### config.mk
export PLATFORM = sky130hd
export DESIGN_NAME = debounce_botones
export DESIGN_NICKNAME = d
export VERILOG_FILES = /design/src/rtl/debounce_botones.sv
export SDC_FILE = /design/constraint.sdc
export NUM_CORES = 1
export LEC_CHECK = 0
export ABC_AREA = 1
export BUFFER_PORTS_ARGS = -buffer_cell sky130_fd_sc_hd__buf_2
export CORE_MARGIN = 2
export CORE_UTILIZATION = 40
export DETAILED_ROUTE_END_ITERATION = 7
export PLACE_DENSITY = 0.55
export SYNTH_ARGS = -nofsm -noshare
export SYNTH_HDL_FRONTEND = slang
export SYNTH_SLANG_ARGS = --single-unit
### constraint.sdc
create_clock -name clk -period 1.3 [get_ports clk]
set_input_delay 0.26 -clock clk [delete_from_list [all_inputs] [get_ports clk]]
set_output_delay 0.26 -clock clk [all_outputs]
set_load 0.01 [all_outputs]
### src/rtl/debounce_botones.sv
// Two-channel push-button conditioner: 2-FF synchroniser, debounce FSM per channel,
// one-cycle press pulse and debounced level outputs.
module debounce_botones #(
  parameter int unsigned CICLOS_ESTABLE = 50000,
  parameter int unsigned ANCHO_CONT     = 16,
  parameter bit          ACTIVO_ALTO    = 1'b1
) (
  input  logic clk,
  input  logic reset,
  input  logic btn_in_1,
  input  logic btn_in_2,
  output logic boton_1,
  output logic boton_2,
  output logic nivel_1,
  output logic nivel_2
);

  typedef enum logic [1:0] {
    StSuelto     = 2'd0,
    StConfPulsa  = 2'd1,
    StPulsado    = 2'd2,
    StConfSuelta = 2'd3
  } estado_e;

  localparam logic [ANCHO_CONT-1:0] ContMax = ANCHO_CONT'(CICLOS_ESTABLE - 1);

  logic [1:0] btn_in;
  logic [1:0] pulso;
  logic [1:0] nivel;

  assign btn_in  = {btn_in_2, btn_in_1};
  assign boton_1 = pulso[0];
  assign boton_2 = pulso[1];
  assign nivel_1 = nivel[0];
  assign nivel_2 = nivel[1];

  for (genvar c = 0; c < 2; c++) begin : g_canal
    estado_e               estado_q, estado_d;
    logic [ANCHO_CONT-1:0] cont_q, cont_d;
    logic                  sinc1_q, sinc2_q;
    logic                  pulso_q, pulso_d;
    logic                  nivel_q, nivel_d;
    logic                  p;

    // Normalise polarity so that p = 1 always means pressed.
    assign p = btn_in[c] ^ ~ACTIVO_ALTO;

    always_ff @(posedge clk or posedge reset) begin
      if (reset) begin
        sinc1_q  <= 1'b0;
        sinc2_q  <= 1'b0;
        estado_q <= StSuelto;
        cont_q   <= '0;
        pulso_q  <= 1'b0;
        nivel_q  <= 1'b0;
      end else begin
        sinc1_q  <= p;
        sinc2_q  <= sinc1_q;
        estado_q <= estado_d;
        cont_q   <= cont_d;
        pulso_q  <= pulso_d;
        nivel_q  <= nivel_d;
      end
    end

    always_comb begin
      estado_d = estado_q;
      cont_d   = cont_q;
      pulso_d  = 1'b0;
      case (estado_q)
        StSuelto: begin
          if (sinc2_q) begin
            estado_d = StConfPulsa;
            cont_d   = '0;
          end
        end
        StConfPulsa: begin
          if (!sinc2_q) begin
            estado_d = StSuelto;
            cont_d   = '0;
          end else if (cont_q == ContMax) begin
            estado_d = StPulsado;
            cont_d   = '0;
            pulso_d  = 1'b1;
          end else begin
            cont_d = cont_q + ANCHO_CONT'(1);
          end
        end
        StPulsado: begin
          if (!sinc2_q) begin
            estado_d = StConfSuelta;
            cont_d   = '0;
          end
        end
        StConfSuelta: begin
          if (sinc2_q) begin
            estado_d = StPulsado;
            cont_d   = '0;
          end else if (cont_q == ContMax) begin
            estado_d = StSuelto;
            cont_d   = '0;
          end else begin
            cont_d = cont_q + ANCHO_CONT'(1);
          end
        end
        default: begin
          estado_d = StSuelto;
          cont_d   = '0;
        end
      endcase
      nivel_d = (estado_d == StPulsado) || (estado_d == StConfSuelta);
    end

    assign pulso[c] = pulso_q;
    assign nivel[c] = nivel_q;
  end

endmodule

==> flow_summary.toml <==
[status]
status = "complete, but fails checks"
violations = "setup timing"

[final_layout]
final_common_cell = "nand2_1"
utilization = 0.573
fillers = 551
drive_above_1_share = 0.360
regArea_um2 = 1080
layout.nets = 399
multi_input_area_um2 = 1380
layout_common_cells = "76 x nand2_1, 48 x buf_4, 45 x nor2_1"
area_growth_pct = 40.8
antenna_cells = 0

[global_route]
grt_pass1_vias = 2199
grt_overflow = 0
grt_pass1_wl_mm = 9.90
track_usage = 0.197
grt_max_degree = 31
antenna_found_initial = 0

[clock_tree]
clk_latency_ns = 0.30
cts_root_buf = "clkbuf_8"
clk_pin_slew_worst_paths_ns = 0.09
cts_tree = "yes"
clkSinkCount = 43
cts_inserted_buffers = 5
h-tree-depth = 2
cts_buffer_depth = 2

[routing]
wl_met2_mm = 2.97
drtIter0Drc = 92
drc = 0
wl_mm = 5.87
wl_met1_mm = 2.55
wire_per_inst_um = 12.5
wl_met3_um = 195
drtPass1Iterations = 4
vias = 2215
routed_via_density = 4.72
top_layer = "met4"
postRouteAntennaNets = 0

[sta]
slew_violations = 0
slew_headroom = 0.732
finalClockSkew_ns = 0.0135
fin_ws_ns = -0.0964
hold_viol_final = 0
fin_crit_ns = 1.40
fmaxAchievable_mhz = 716
setup_viol = 29
rsz0062_at_grt = "yes"
worst_slew_pin_slew_ns = 0.401
fin_crit_sh = 1.07

[min_path]
min_path_type = "in -> reg"

[critical_path]
cp.arrival_ns = 1.59
end_kind = "flip-flop"
critPathKind = "reg -> reg"
cp-start-kind = "flip-flop"
cp.required_ns = 1.49
worst-path-max-fanout = 5

[synth]
synth_cell_type_count = 24
yosys_warnings = 0
syn_area_um2 = 2360
avgSynthCellArea_um2 = 7.28
synthCells = 325
ys_ff_latch = 43
syn_nets = 331
ys_seq_area_frac = 0.455

[die]
start_util = 0.407
row_count = 28
die_y_um = 80.9
coreArea_um2 = 5820
io_pins = 8
die_w_um = 80.9
die_area_um2 = 6540

[placement]
place_congestion = 0.873
preCtsSetupSlack_ns = -0.170
dp_hpwl_mm = 3.85
port_buffers = 7

[power]
p_leak_nw = 1.51
ir_worst_vdd_uv = 527
power_mw = 2.85
power_per_cell_area_nw_per_um2 = 857

[job]
cap_viol_max_count = 0
==> critical path: stages (launching register included) <==
cell and delay [ns]:
dfrtp_1 0.40, ha_4 0.16, nand3_4 0.11, nor2_2 0.11
nand2_1 0.08, nand2_2 0.09, nand2_4 0.09, buf_12 0.15
nand2_2 0.04, nor2_1 0.03
==> cells by family after synthesis <==
group / count (synthesis) / synth area share
buf+inv: 51 / 0.0873
xor+xnor: 8 / 0.0296
compound gates: 14 / 0.0323
fa+ha+maj: 2 / 0.0106
flops: 43 / 0.455
simple gates: 207 / 0.385
==> what timing repair did <==
item | in CTS | in global routing
setup buffers | 3 | 6
pin swaps | 12 | 17
resized for setup | 25 | 54
hold endpoints to repair | 13 | 0
setup endpoints to repair | 34 | 38
gates cloned | 3 | 1
hold buffers | 1 | 0
==> state kept, by name, indices dropped and copies added (netlist names) <==
register and count:
g_canal.cont_q 32, boton_2 1, nivel_2 1, g_canal.estado_q 3
g_canal.sinc1_q 2, boton_1 1, g_canal.sinc2_q 2, nivel_1 1
==> path summary, 6_finish.rpt <==
| path | to | from | slack (ns) | depth (start not counted) |
|---|---|---|---|---|
| setup / recovery | g_canal[1].cont_q[15] | g_canal[1].cont_q[0] | -0.1 | 9 |
| setup reg to reg | g_canal[1].cont_q[15] | g_canal[1].cont_q[0] | -0.1 | 9 |
| hold / removal | g_canal[1].sinc1_q | btn_in_2 | 0.06 | 1 |
| hold reg to reg | g_canal[1].sinc2_q | g_canal[1].sinc1_q | 0.35 | 0 |
| min in group asynchronous | g_canal[1].estado_q[0] | reset | 0.49 | 4 |
| max in group asynchronous | g_canal[1].cont_q[13] | reset | 0.41 | 4 |
==> per-stage QoR <==
step / TNS (ns) / cells / hold WS, ns / cell area (µm²)
2_1_floorplan: 0 / 325 / 0.291 / 2370
5_1_grt: -4.50 / 469 / 0.0471 / 3330
4_1_cts: -1.16 / 463 / 0.0498 / 3100
3_3_place_gp: -1.82 / 448 / 0.270 / 2810
3_5_place_dp: -2.93 / 448 / 0.280 / 2810
6_report: -1.58 / 469 / 0.0633 / 3330
==> area by class of cell <==
| type | instances | area share |
|---|---|---|
| clock buffer | 6 | 0.0218 |
| sequential | 43 | 0.323 |
| timing repair inverter | 1 | 0.00225 |
| clock inverter | 2 | 0.0180 |
| tap | 75 | 0.0282 |
| inverter | 49 | 0.0575 |
| timing repair buffer | 59 | 0.134 |
| multi-input combinational | 234 | 0.414 |
==> routing by layer <==
layer | vias to the layer above | track usage
met3 | 15 | 0.0411
met4 | 0 | 0.0847
met2 | 40 | 0.347
met1 | 1018 | 0.231
met5 | - | 0
li1 | 1142 | -
==> report_power, final <==
part / internal, mW / leakage [nW] / switching, mW / total (mW)
logic: 0.0918 / 0.866 / 0.147 / 0.239
clock network: 0.768 / 0.0654 / 0.471 / 1.24
registers: 1.36 / 0.583 / 0.0189 / 1.38
==> Yosys cell counts, drive strengths merged <==
cell / n / area (µm²)
xor2: 8 / 70.1
o21bai: 2 / 15.0
nand3b: 1 / 7.51
nand3: 32 / 193
o22ai: 1 / 6.26
inv: 48 / 180
clkinv: 1 / 3.75
nor3: 2 / 10.0
o21ai: 6 / 30.0
dfrtp: 43 / 1080
ha: 2 / 25.0
a21oi: 5 / 25.0
nor2: 70 / 288
buf: 2 / 22.5
nand4: 7 / 43.8
nand2: 95 / 369
(Power assumes the default switching activity.)
